**src/rtl/mem_arbiter_n_pkg.sv**
```systemverilog
// ---------------------------------------------------------------------------
// mem_arbiter_n_pkg
// Shared definitions for the N-channel byte-serial memory arbiter:
//   ADDR_LEN / DATA_LEN / MEM_LEN  - address, channel data and memory bus widths
//   IO_MASK                        - address bits that select the UART region
//   len_e                          - channel transfer-length encoding
//   state_e                        - arbiter FSM state encoding
//   len_bytes()                    - length code to byte count
//   is_io()                        - UART region decode
// ---------------------------------------------------------------------------
package mem_arbiter_n_pkg;

   localparam int ADDR_LEN = 32;
   localparam int DATA_LEN = 32;
   localparam int MEM_LEN  = 8;

   // Writes whose address has both of these bits set go to the UART and
   // must wait while its buffer is full.
   localparam logic [ADDR_LEN-1:0] IO_MASK = 32'h0003_0000;

   typedef enum logic [1:0] {
      LEN_1B  = 2'd0,
      LEN_2B  = 2'd1,
      LEN_4B  = 2'd2,
      LEN_4BX = 2'd3
   } len_e;

   typedef enum logic [1:0] {
      ST_IDLE = 2'd0,
      ST_RD   = 2'd1,
      ST_WR   = 2'd2,
      ST_DONE = 2'd3
   } state_e;

   function automatic logic [2:0] len_bytes(input logic [1:0] len);
      case (len_e'(len))
         LEN_1B:  return 3'd1;
         LEN_2B:  return 3'd2;
         default: return 3'd4;
      endcase
   endfunction

   function automatic logic is_io(input logic [ADDR_LEN-1:0] addr);
      return (addr & IO_MASK) == IO_MASK;
   endfunction

endpackage

```
**src/rtl/mem_arbiter_n_if.sv**
```systemverilog
// ---------------------------------------------------------------------------
// mem_arbiter_n_if
// Byte-wide memory bus between the arbiter and the memory/UART.
//   mem_a          - byte address
//   mem_dout       - write data towards memory
//   mem_wr         - write strobe, one byte per asserted cycle
//   mem_din        - read data; returns the byte addressed on the previous
//                    enabled (ready=1) cycle
//   io_buffer_full - UART cannot accept a byte this cycle
// master: arbiter side, slave: memory side.
// ---------------------------------------------------------------------------
interface mem_arbiter_n_if;
   import mem_arbiter_n_pkg::*;

   logic [ADDR_LEN-1:0] mem_a;
   logic [MEM_LEN-1:0]  mem_dout;
   logic                mem_wr;
   logic [MEM_LEN-1:0]  mem_din;
   logic                io_buffer_full;

   modport master (
      output mem_a, mem_dout, mem_wr,
      input  mem_din, io_buffer_full
   );

   modport slave (
      input  mem_a, mem_dout, mem_wr,
      output mem_din, io_buffer_full
   );

endinterface

```
**src/rtl/rr_arbiter.sv**
```systemverilog
// ---------------------------------------------------------------------------
// rr_arbiter
// Combinational grant selection.
//   req   [NCH]   - level requests
//   ptr   [PTR_W] - round-robin start index (ignored when ARB_MODE=0)
//   grant [NCH]   - one-hot grant, all zero when nobody requests
// ARB_MODE=0: lowest requesting index wins.
// ARB_MODE=1: first requester at or after ptr, wrapping at NCH.
// ---------------------------------------------------------------------------
module rr_arbiter #(
   parameter  int NCH      = 2,
   parameter  int ARB_MODE = 1,
   localparam int PTR_W    = $clog2(NCH)
) (
   input  logic [NCH-1:0]   req,
   input  logic [PTR_W-1:0] ptr,
   output logic [NCH-1:0]   grant
);

   localparam logic [PTR_W:0] NCH_W = (PTR_W + 1)'(NCH);

   logic [PTR_W-1:0] start;
   logic [PTR_W:0]   pos;
   logic             found;

   // Fixed priority is round-robin with the search always starting at 0.
   assign start = (ARB_MODE == 0) ? '0 : ptr;

   always_comb begin
      grant = '0;
      found = 1'b0;
      pos   = '0;
      for (int i = 0; i < NCH; i++) begin
         // start < NCH and i < NCH, so a single subtraction wraps the index.
         pos = {1'b0, start} + (PTR_W + 1)'(i);
         if (pos >= NCH_W) begin
            pos = pos - NCH_W;
         end
         if (!found && req[pos[PTR_W-1:0]]) begin
            grant[pos[PTR_W-1:0]] = 1'b1;
            found                 = 1'b1;
         end
      end
   end

endmodule

```
**src/rtl/mem_arbiter_n.sv**
```systemverilog
// ---------------------------------------------------------------------------
// mem_arbiter_n
// Arbitrates NCH requesters onto a single byte-wide memory bus and performs
// 1/2/4-byte little-endian reads and writes one byte per cycle.
//   clk, reset  - clock, asynchronous active-low reset
//   ready       - global enable; low freezes all state and masks mem_wr
//   clear       - mispredict flush: aborts reads, blocks new grants
//   ch_req      - per-channel level request, held until its ch_done
//   ch_we       - 1 = write, 0 = read
//   ch_addr     - byte address, channel i in [32i+31:32i]
//   ch_len      - 0:1 byte, 1:2 bytes, 2/3:4 bytes
//   ch_wdata    - write data, byte 0 goes to the lowest address
//   ch_done     - one-cycle completion pulse for the granted channel
//   ch_rdata    - zero-extended read data, valid while ch_done is high
//   mem         - byte memory bus (mem_a, mem_dout, mem_wr, mem_din,
//                 io_buffer_full)
// Reads take N+1 cycles in RD: address for byte k goes out in cycle k and
// its data arrives on mem_din in cycle k+1. Writes take N cycles in WR, with
// UART-region bytes held back while io_buffer_full is high.
// ---------------------------------------------------------------------------
module mem_arbiter_n
   import mem_arbiter_n_pkg::*;
#(
   parameter int NCH      = 2,
   parameter int ARB_MODE = 1
) (
   input  logic                    clk,
   input  logic                    reset,
   input  logic                    ready,
   input  logic                    clear,
   input  logic [NCH-1:0]          ch_req,
   input  logic [NCH-1:0]          ch_we,
   input  logic [NCH*ADDR_LEN-1:0] ch_addr,
   input  logic [NCH*2-1:0]        ch_len,
   input  logic [NCH*DATA_LEN-1:0] ch_wdata,
   output logic [NCH-1:0]          ch_done,
   output logic [DATA_LEN-1:0]     ch_rdata,
   mem_arbiter_n_if.master         mem
);

   localparam int               PTR_W    = $clog2(NCH);
   localparam logic [PTR_W-1:0] PTR_LAST = PTR_W'(NCH - 1);

   state_e              state;
   logic [PTR_W-1:0]    ptr;
   logic [NCH-1:0]      grant;
   logic [NCH-1:0]      grant_q;
   logic [2:0]          k;
   logic [ADDR_LEN-1:0] mem_a_q;
   logic [MEM_LEN-1:0]  mem_dout_q;
   logic                mem_wr_q;

   logic [ADDR_LEN-1:0] addr_q;
   logic [DATA_LEN-1:0] wdata_q;
   logic [2:0]          nbytes_q;
   logic [DATA_LEN-1:0] rdata_q;

   logic                grant_now;
   logic [PTR_W-1:0]    gidx;
   logic [PTR_W-1:0]    next_ptr;
   logic                sel_we;
   logic [ADDR_LEN-1:0] sel_addr;
   logic [1:0]          sel_len;
   logic [DATA_LEN-1:0] sel_wdata;
   logic [2:0]          k_inc;
   logic [ADDR_LEN-1:0] addr_k1;
   logic [DATA_LEN-1:0] rdata_cap;
   logic [MEM_LEN-1:0]  wbyte_next;
   logic                wr_blocked;

   rr_arbiter #(
      .NCH      (NCH),
      .ARB_MODE (ARB_MODE)
   ) u_arb (
      .req   (ch_req),
      .ptr   (ptr),
      .grant (grant)
   );

   assign grant_now = !clear && (|ch_req);

   // Pick the granted channel's request fields.
   always_comb begin
      gidx      = '0;
      sel_we    = 1'b0;
      sel_addr  = '0;
      sel_len   = '0;
      sel_wdata = '0;
      for (int i = 0; i < NCH; i++) begin
         if (grant[i]) begin
            gidx      = PTR_W'(i);
            sel_we    = ch_we[i];
            sel_addr  = ch_addr[i*ADDR_LEN +: ADDR_LEN];
            sel_len   = ch_len[i*2 +: 2];
            sel_wdata = ch_wdata[i*DATA_LEN +: DATA_LEN];
         end
      end
   end

   assign next_ptr = (gidx == PTR_LAST) ? '0 : gidx + PTR_W'(1);

   assign k_inc   = k + 3'd1;
   // Address arithmetic wraps naturally at 2^32.
   assign addr_k1 = addr_q + {{(ADDR_LEN-3){1'b0}}, k_inc};

   // mem_din in cycle k carries the byte addressed in cycle k-1.
   always_comb begin
      rdata_cap = rdata_q;
      case (k)
         3'd1:    rdata_cap[7:0]   = mem.mem_din;
         3'd2:    rdata_cap[15:8]  = mem.mem_din;
         3'd3:    rdata_cap[23:16] = mem.mem_din;
         3'd4:    rdata_cap[31:24] = mem.mem_din;
         default: ;
      endcase
   end

   always_comb begin
      case (k_inc)
         3'd1:    wbyte_next = wdata_q[15:8];
         3'd2:    wbyte_next = wdata_q[23:16];
         3'd3:    wbyte_next = wdata_q[31:24];
         default: wbyte_next = wdata_q[7:0];
      endcase
   end

   assign wr_blocked = is_io(addr_q) && mem.io_buffer_full;

   // The strobe is registered; ready and the UART back-pressure are applied
   // on the way out so they act in the same cycle they are seen.
   assign mem.mem_a    = mem_a_q;
   assign mem.mem_dout = mem_dout_q;
   assign mem.mem_wr   = mem_wr_q && ready && !wr_blocked;

   // Request datapath latches; no reset, only meaningful after a grant.
   always_ff @(posedge clk) begin
      if (ready) begin
         if (state == ST_IDLE && grant_now) begin
            addr_q   <= sel_addr;
            wdata_q  <= sel_wdata;
            nbytes_q <= len_bytes(sel_len);
            rdata_q  <= '0;
         end else if (state == ST_RD && k != 3'd0) begin
            rdata_q  <= rdata_cap;
         end
      end
   end

   always_ff @(posedge clk or negedge reset) begin
      if (!reset) begin
         state      <= ST_IDLE;
         ptr        <= '0;
         k          <= '0;
         grant_q    <= '0;
         ch_done    <= '0;
         ch_rdata   <= '0;
         mem_a_q    <= '0;
         mem_dout_q <= '0;
         mem_wr_q   <= 1'b0;
      end else if (ready) begin
         case (state)
            ST_IDLE: begin
               if (grant_now) begin
                  grant_q <= grant;
                  k       <= '0;
                  mem_a_q <= sel_addr;
                  if (ARB_MODE != 0) begin
                     ptr <= next_ptr;
                  end
                  if (sel_we) begin
                     state      <= ST_WR;
                     mem_dout_q <= sel_wdata[7:0];
                     mem_wr_q   <= 1'b1;
                  end else begin
                     state      <= ST_RD;
                     mem_dout_q <= '0;
                     mem_wr_q   <= 1'b0;
                  end
               end
            end

            ST_RD: begin
               if (clear) begin
                  // Speculative read is dropped; ptr keeps its post-grant value.
                  state   <= ST_IDLE;
                  k       <= '0;
                  grant_q <= '0;
                  mem_a_q <= '0;
               end else if (k == nbytes_q) begin
                  state    <= ST_DONE;
                  ch_done  <= grant_q;
                  ch_rdata <= rdata_cap;
                  mem_a_q  <= '0;
               end else begin
                  k       <= k_inc;
                  mem_a_q <= (k_inc < nbytes_q) ? addr_k1 : '0;
               end
            end

            ST_WR: begin
               // Committed stores ignore clear and always run to DONE.
               if (!wr_blocked) begin
                  if (k_inc == nbytes_q) begin
                     state      <= ST_DONE;
                     ch_done    <= grant_q;
                     ch_rdata   <= '0;
                     mem_a_q    <= '0;
                     mem_dout_q <= '0;
                     mem_wr_q   <= 1'b0;
                  end else begin
                     k          <= k_inc;
                     mem_a_q    <= addr_k1;
                     mem_dout_q <= wbyte_next;
                  end
               end
            end

            ST_DONE: begin
               state    <= ST_IDLE;
               k        <= '0;
               grant_q  <= '0;
               ch_done  <= '0;
               ch_rdata <= '0;
            end

            default: begin
               state <= ST_IDLE;
            end
         endcase
      end
   end

endmodule
```
**src/flat_wrapper.sv**
```systemverilog
// flat-port wrapper written by rule: the top's interface ports become plain ports
module mem_arbiter_n_flat import mem_arbiter_n_pkg::*;
#(
   parameter int NCH      = 2,
   parameter int ARB_MODE = 1
)
  (clk, reset, ready, clear, ch_req, ch_we, ch_addr, ch_len, ch_wdata, ch_done, ch_rdata, mem_mem_a, mem_mem_dout, mem_mem_wr, mem_mem_din, mem_io_buffer_full);
  mem_arbiter_n_if mem_i ();
  input  logic clk;
  input  logic reset;
  input  logic ready;
  input  logic clear;
  input  logic [NCH-1:0] ch_req;
  input  logic [NCH-1:0] ch_we;
  input  logic [NCH*ADDR_LEN-1:0] ch_addr;
  input  logic [NCH*2-1:0] ch_len;
  input  logic [NCH*DATA_LEN-1:0] ch_wdata;
  output logic [NCH-1:0] ch_done;
  output logic [DATA_LEN-1:0] ch_rdata;
  output wire logic [$bits(mem_i.mem_a)-1:0] mem_mem_a;
  output wire logic [$bits(mem_i.mem_dout)-1:0] mem_mem_dout;
  output wire logic [$bits(mem_i.mem_wr)-1:0] mem_mem_wr;
  input wire logic [$bits(mem_i.mem_din)-1:0] mem_mem_din;
  input wire logic [$bits(mem_i.io_buffer_full)-1:0] mem_io_buffer_full;
  assign mem_mem_a = mem_i.mem_a;
  assign mem_mem_dout = mem_i.mem_dout;
  assign mem_mem_wr = mem_i.mem_wr;
  assign mem_i.mem_din = mem_mem_din;
  assign mem_i.io_buffer_full = mem_io_buffer_full;
  mem_arbiter_n #(.NCH(NCH), .ARB_MODE(ARB_MODE)) u_core (.clk(clk), .reset(reset), .ready(ready), .clear(clear), .ch_req(ch_req), .ch_we(ch_we), .ch_addr(ch_addr), .ch_len(ch_len), .ch_wdata(ch_wdata), .ch_done(ch_done), .ch_rdata(ch_rdata), .mem(mem_i));
endmodule
```
**config.mk**
```make
export PLATFORM = sky130hd
export DESIGN_NAME = mem_arbiter_n_flat
export DESIGN_NICKNAME = d
export VERILOG_FILES = /design/src/rtl/mem_arbiter_n_pkg.sv /design/src/rtl/mem_arbiter_n_if.sv /design/src/rtl/rr_arbiter.sv /design/src/rtl/mem_arbiter_n.sv /design/src/flat_wrapper.sv
export SDC_FILE = /design/constraint.sdc
export NUM_CORES = 1
export LEC_CHECK = 0
export BUFFER_PORTS_ARGS = -buffer_cell sky130_fd_sc_hd__buf_2
export CAP_MARGIN = 10
export CORE_UTILIZATION = 50
export CTS_BUF_LIST = sky130_fd_sc_hd__clkbuf_4
export DETAILED_ROUTE_END_ITERATION = 16
export PLACE_DENSITY = 0.79
export SLEW_MARGIN = 10
export SYNTH_ARGS = -nofsm -noshare
export SYNTH_HDL_FRONTEND = slang
export SYNTH_SLANG_ARGS = --single-unit
```
**constraint.sdc**
```tcl
create_clock -name clk -period 3.5 [get_ports clk]
set_input_delay 0.35 -clock clk [delete_from_list [all_inputs] [get_ports clk]]
set_output_delay 0.35 -clock clk [all_outputs]
set_load 0.02 [all_outputs]
```
# [Word-level counts from Yosys, hierarchy flattened]
# Index checks and enable logic that the tools add are counted.
[op_classes] n_mux=73 bitwise=1 eq_ne=23 order_cmp=7 n_addsub=6 reduce_logical=31
[op_table] operator="2-to-1 mux 32 bit" count=15
[op_table] operator="one-hot mux 32 bit (3 select lines)" count=2
[op_table] operator="2-to-1 mux 8 bit" count=8
[op_table] operator="adder 32 x 3 -> 32 bit" count=1
[op_table] operator="2-to-1 mux 2 bit" count=16
[op_table] operator="one-hot mux 8 bit (3 select lines)" count=1
[op_table] operator="2-to-1 mux 1 bit" count=17
[op_table] operator="one-hot mux 8 bit (2 select lines)" count=1
[op_table] operator="2-to-1 mux 3 bit" count=5
[op_table] operator="AND reduction 5 bit" count=3
[op_table] operator="== test 3 x 2 -> 1 bit (second input constant)" count=4
[op_table] operator="one-hot mux 2 bit (3 select lines)" count=2
[op_table] operator="one-hot mux 3 bit (4 select lines)" count=1
[op_table] operator="AND reduction 4 bit" count=3
[op_table] operator="nonzero test 3 bit" count=4
[op_table] operator="!= test 2 bit (second input constant)" count=5
[op_table] operator="logical AND 1 bit" count=9
[op_table] operator="one-hot mux 2 bit (4 select lines)" count=1
[op_table] operator="== test 2 bit (second input constant)" count=3
[op_table] operator="== test 3 x 1 -> 1 bit (second input constant)" count=2
[op_table] operator="== test 3 bit" count=2
[op_table] operator="!= test 3 bit (second input constant)" count=2
[op_table] operator="one-hot mux 3 bit (2 select lines)" count=1
[op_table] operator="AND reduction 6 bit" count=1
[op_table] operator="21 further kinds" count=32
[totals] regBits=182 out_inout_bits=75 word_cells=154

# [Depth between registers and ports, before layout]
[depth] ltp_word=14 depth_mapped=11 ltp_nobuf=10

# [Modules after synthesis]
# From an unflattened synthesis, not the netlist that was laid out.
[hier_totals] hier_cells=787 hier_area_um2=8959.8
[modules_own_cells] mod="mem_arbiter_n" seq_area_each_um2=5049.8 instances=1 area_each_um2=8941.1 cells_each=784
[modules_own_cells] mod="rr_arbiter" seq_area_each_um2=0.0 instances=1 area_each_um2=18.8 cells_each=3

# [Least setup slack after synthesis]
# Ideal clock, no wire load.
[synth_timing] path_type="register to register" startpoint="register u_core.state[0]" endpoint="register u_core.ptr" t_arrival_ns=3.198 path_stages_with_launch=8 setup_ns=0.128 n_path_buf=1 path_slack_ns=0.173 synth_period_minus_slack_ns=3.327 required_ns=3.372 path_cell_list="dfrtp_1 -> inv_1 -> ha_1 -> buf_2 -> inv_1 -> nor2_1 -> and2_1 -> mux2_2"
[synth_via] elab_chain_len=2
[synth_lines] element="start, declared" line="mem_arbiter_n.sv:44" source="state_e state;"
[synth_lines] element="start signal, assigned" line="mem_arbiter_n.sv:151" source="state <= ST_IDLE;"
[synth_lines] element="start signal, assigned" line="mem_arbiter_n.sv:171" source="state <= ST_WR;"
[synth_lines] element="start signal, assigned" line="mem_arbiter_n.sv:175" source="state <= ST_RD;"
[synth_lines] element="zero test 2 bit" line="mem_arbiter_n.sv:161" source="case (state)"
[synth_lines] element="AND reduction 3 bit (no source line)"
[synth_lines] element="end signal, assigned" line="mem_arbiter_n.sv:168" source="ptr <= next_ptr;"
[synth_lines] element="end, declared" line="mem_arbiter_n.sv:45" source="logic [PTR_W-1:0] ptr;"
# No other way between the ends.
# A chain may end at the register's enable or synchronous reset.

# [Worst setup path in the final report]
[layout_timing] startpoint="register u_core.k[0]" endpoint="register u_core.mem_a_q[28] (netlist: u_core.mem.mem_a[28])"
[layout_via] elab_chain_len=6 word_cells_on_any_way=11 classes_between="add/sub (2); order compare (1); eq/ne (2); mux (6)"
[layout_lines] element="start, declared" line="mem_arbiter_n.sv:48" source="logic [2:0] k;"
[layout_lines] element="start signal, assigned" line="mem_arbiter_n.sv:195" source="k <= k_inc;"
[layout_lines] element="start signal, assigned" line="mem_arbiter_n.sv:211" source="k <= k_inc;"
[layout_lines] element="adder 3 x 1 -> 3 bit" line="mem_arbiter_n.sv:102" source="assign k_inc = k + 3'd1;"
[layout_lines] element="adder 32 x 3 -> 32 bit / less-than comparator 3 bit (equally long branches)" line="mem_arbiter_n.sv:104, mem_arbiter_n.sv:196"
[layout_lines] element="2-to-1 mux 32 bit" line="mem_arbiter_n.sv:196" source="mem_a_q <= (k_inc < nbytes_q) ? addr_k1 : '0;"
[layout_lines] element="2-to-1 mux 32 bit" line="mem_arbiter_n.sv:189" source="end else if (k == nbytes_q) begin"
[layout_lines] element="2-to-1 mux 32 bit" line="mem_arbiter_n.sv:183" source="if (clear) begin"
[layout_lines] element="one-hot mux 32 bit (3 select lines) *" line="mem_arbiter_n.sv:161"
[layout_lines] element="end signal, assigned" line="mem_arbiter_n.sv:166" source="mem_a_q <= sel_addr;"
[layout_lines] element="end signal, assigned" line="mem_arbiter_n.sv:196"
[layout_lines] element="end signal, assigned" line="mem_arbiter_n.sv:212" source="mem_a_q <= addr_k1;"
[layout_lines] element="end, declared" line="mem_arbiter_n.sv:49" source="logic [ADDR_LEN-1:0] mem_a_q;"
# Mark *: on every way between the ends. The rest lies on a longest branch, timed or not. The select of a mux whose other input is x is not followed.

==> results.txt <==
----------------------------------------------------
[STA]
  Setup TNS Final ... 0 ns
  Pin slew with the least headroom to its limit ... 0.9868 ns
  Final slew viol count ... 0
  Clock period minus final worst setup slack ... 3.033 ns
  Clk_skew ... 0.02199 ns
  Finish-stage setup viols ... 0
  Period utilization ... roughly 87%
  Maximum operating frequency ... approximately 330 MHz
  Worst max-slew margin expressed relative to the limit ... between 30 and 40%
  RSZ-0062 raised after global routing ... no
  Hold violation count in the final report ... 0
  Final setup slack of the worst path ... 0.4673 ns

[Critical path]
  Endpoint required time on the critical path ... about 4.0 ns
  Cells traversed along the worst timing path ... ha_1, ha_1, inv_1, ha_1, a21o_1, nand4_4, or3_4, nor3_4, xor2_1, a221o_1
  Slowest stage delay, CP ... between 0.4 and 0.5 ns
  Worst reg-to-reg setup slack ... approximately 0.47 ns
  Worst-path maximum fanout ... 10
  Library cell contributing the largest single delay on the critical path ... dfrtp_1
  CP bufs+invs ... 1
  CP arrival ... approximately 3.5 ns
  Number of logic stages on the critical path including buffering ... 10
  Gate family responsible for the most delay along the worst path ... adder cells
  Cell type with the highest occurrence count on the critical path ... ha_1
  Depth of the worst register-to-register path ... 10
  Reg-to-reg startpoint ... u_core.k[0]$_DFFE_PN0P_
  Worst Setup Start Kind ... flop
  Crit. End Element ... flop
  Type of the setup path with the least slack ... flop to flop
  FF-to-FF End ... u_core.mem.mem_a[28]$_DFFE_PN0P_

[Worst hold path]
  Source of the worst hold timing path ... ch_wdata[40]
  WHS Path Cells ... 2
  Destination of the worst hold path ... u_core.wdata_q[8]$_DFFE_PP_
  Hold crit path type ... input port to flop

[Cells and area]
  NumNets Final ... about 1200
  Syn-to-layout area delta ... 18.22%
  Layout fillers ... 1455
  Final standard cell count with taps included and fillers excluded ... approximately 1200
  Core occupancy in the finished layout ... between 60% and 70%
  Share of final-layout standard cells stronger than drive strength 1 ... between 20% and 30%

[Die]
  Die X ... about 140 um
  Standard cell core area ... between 15000 and 20000 sq um
  Total die area ... around 18000 sq um
  # IOs ... 224
  Starting utilization of the core area ... between 50% and 60%
  Num rows ... 48
  Chip Height ... between 100 and 150 um

[Global route]
  Global-route wire length before repair ... ~35 mm
  Via count of the first global-routing pass ... ~6600
  Initial antenna violation count ... 1
  Aggregate global routing overflow ... 0
  Pin count of the biggest net entering global routing ... 74
  Overall routing resource usage ... about a quarter

[Clock network]
  CTS tree ... yes
  Count of clock tree sinks ... approximately 180
  CTS Buffer Depth ... 2
  Clock-pin slew of the registers on the worst-case setup and hold paths ... 0.16 ns
  Number of buffers inserted during clock tree synthesis ... 17
  Source-to-sink clock delay at the later pin of the worst-skew pair ... 0.58 ns
  H-tree levels ... 4
  Buffer type at the clock tree root ... clkbuf_4

[Synth]
  Top flip-flop cell by instance count after synthesis ... edfxtp_1
  Area share of the largest cell type after synthesis ... between 30% and 40%
  Register area share after synthesis ... approximately 56%
  Post-synthesis cell type with the largest combined area ... edfxtp_1
  Cells after synthesis ... 778
  Top cells by area, synth ... edfxtp_1, dfrtp_1, a22o_1
  Share of flip-flops with an asynchronous set or reset after synthesis ... between 40% and 50%
  Average footprint of a synthesized cell ... around 12 sq um
  Register bit count reported by yosys ... 182
  EDFF count, synth ... slightly below 100
  Post-synthesis cell area ... roughly 9000 sq um
  Distinct cell type count of the synthesized netlist ... roughly 60
  Yosys warning total ... 0
  Synth Net Count ... approximately 950

[Placement]
  Inst Count DP ... about 1200
  Buffers added on ports ... approximately 220
  Final weighted congestion of routability-driven global placement ... between 0.8 and 0.9
  HPWL after detailed placement ... between 15 and 20 mm
  DP Worst Slack ... ~0.49 ns

[Power]
  Pwr Density ... ~750 nW/um^2
  Clock share of power ... between 10% and 20%
  Power share of the sequential group ... 40.3%
  Internal power ... roughly 0.0046 W
  Final Total Pwr ... about 0.0079 W
  Fraction of power spent switching nets ... 41.95%
  Worst-case vdd ir drop ... 0.0003265 V
  Combinational share of power ... 44.8%
  Leakage power summed over all cells ... 4.702 nW
  Net Switching ... around 0.0033 W

[Route]
  Via-to-Cell Ratio ... slightly below 6
  Initial detailed-routing violation count ... 630
  Wire length reported by the detailed router ... approximately 23 mm
  Drt pass-1 iters ... 6
  Detail-routed net length per standard cell ... 18.36 um
  Number of DRC violations after detailed routing ... 0
  Number of nets still failing antenna checks after routing ... 0
  Via count ... 7136

[Run]
  Max-cap violation count ... 0

[Outcome]
  Outcome ... finished clean

----------------------------------------------------
[cell families after synthesis]
logic type	count (synthesis)	share of synthesized area (%)
flops	182	56.25
mux	42	4.822
simple gates	225	11.89
fa+ha+maj	18	2.592
compound gates	210	18.05
xor+xnor	32	3.122
buf+inv	69	3.275
[final cells by class]
class                   instances  area [sq um]  area share (%)
multi-input cells             527          3650           34.39
well taps                     225         281.5           2.653
clock buffers                  18         135.1           1.273
inverters                      21         78.83          0.7427
diodes                          2         5.005         0.04716
clock inverters                14         146.4           1.379
repair buffers                237          1266           11.93
flip-flops and latches        182          5050           47.58
[cell usage in the layout, fill, tap and decap left out, types with 5 or more instances in the layout]
cell type  Yosys  routed
nand2_1       81      81
a22o_1        66      66
a222oi_1       8       8
o21a_1        10      10
mux2i_1       32      32
a21o_1         5       5
nand4_1        9       9
a32o_1         9       9
buf_4          1      10
a21oi_1       21      21
clkbuf_4       0      18
inv_6          0       5
a22oi_1       10      10
nand3_1       21      21
o21ai_0       18      18
nor2_1        74      73
dfrtp_1       83      83
inv_1         20      20
ha_1          17      17
a211oi_1       7       7
nor3_1         6       6
o211ai_1       8       8
o31ai_1       37      37
edfxtp_1      99      99
mux2_2        10      10
nor4_1         5       5
buf_2         17     222
xor2_1        12      12
xnor2_1       20      20
[metal layers]
layer	up-vias	part of all wire, %	GRT usage [%]
li1	3348	-	-
met1	3436	44	34.31
met2	318	46	38.07
met3	34	7.1	5.034
met4	0	2.4	9.074
met5	-	0	0
[sequential cells by signal (all words and copies together) (netlist names)]
signal,count
u_core.addr_q,32
u_core.ch_done,2
u_core.ch_rdata,32
u_core.grant_q,2
u_core.k,3
u_core.mem.mem_a,32
u_core.mem.mem_dout,8
u_core.mem_wr_q,1
u_core.nbytes_q,3
u_core.ptr,1
u_core.rdata_q,32
u_core.state,2
u_core.wdata_q,32
[how the worst max path moves through the flow]
stage,from,to,slack [ns]
after floorplan,u_core.state[0]$_DFFE_PN0P_,u_core.ptr$_DFFE_PN0P_,0.17
after global placement,u_core.k[0]$_DFFE_PN0P_,u_core.mem.mem_a[28]$_DFFE_PN0P_,0.59
after detailed placement,u_core.k[0]$_DFFE_PN0P_,u_core.mem.mem_a[28]$_DFFE_PN0P_,0.49
after CTS,u_core.k[0]$_DFFE_PN0P_,u_core.mem.mem_a[28]$_DFFE_PN0P_,0.48
after global routing,u_core.k[0]$_DFFE_PN0P_,u_core.mem.mem_a[28]$_DFFE_PN0P_,0.31
final,u_core.k[0]$_DFFE_PN0P_,u_core.mem.mem_a[28]$_DFFE_PN0P_,0.47
[Yosys cell counts (9+ instances only)]
| cell | n |
|---|---|
| xnor2_1 | 20 |
| xor2_1 | 12 |
| o31ai_1 | 37 |
| ha_1 | 17 |
| mux2i_1 | 32 |
| o21ai_0 | 18 |
| buf_2 | 17 |
| inv_1 | 20 |
| o21a_1 | 10 |
| dfrtp_1 | 83 |
| a22oi_1 | 10 |
| a22o_1 | 66 |
| nand2_1 | 81 |
| nor2_1 | 74 |
| mux2_2 | 10 |
| clkbuf_1 | 24 |
| nand3_1 | 21 |
| a21oi_1 | 21 |
| a32o_1 | 9 |
| edfxtp_1 | 99 |
| nand4_1 | 9 |
[power groups by stage]
stage / Sequential (W) / Clock [W] / Combinational, W
floorplan: 0.00363 / 0 / 0.00203
global placement: 0.00322 / 0 / 0.00346
detailed placement: 0.00324 / 0 / 0.00354
CTS: 0.00319 / 0.00122 / 0.00356
global route: 0.00325 / 0.00129 / 0.00389
finish: 0.00319 / 0.00118 / 0.00355
[repair_timing]
action,4_1_cts,5_1_grt
buffers inserted,0,0
resized for setup,0,0
hold buffers,1,1
hold endpoints to repair,72,1
endpoints found under the setup margin,0,0
[stage by stage]
step	instance area [sq um]	hold WS (ns)
CTS	10600	0.0007493
global route	10610	0.001534
global placement	10310	0.4548
floorplan	8977	0.05441
finish	10610	0.05634
detailed placement	10310	0.4616
Note: power is estimated with default switching activity, not from simulation.
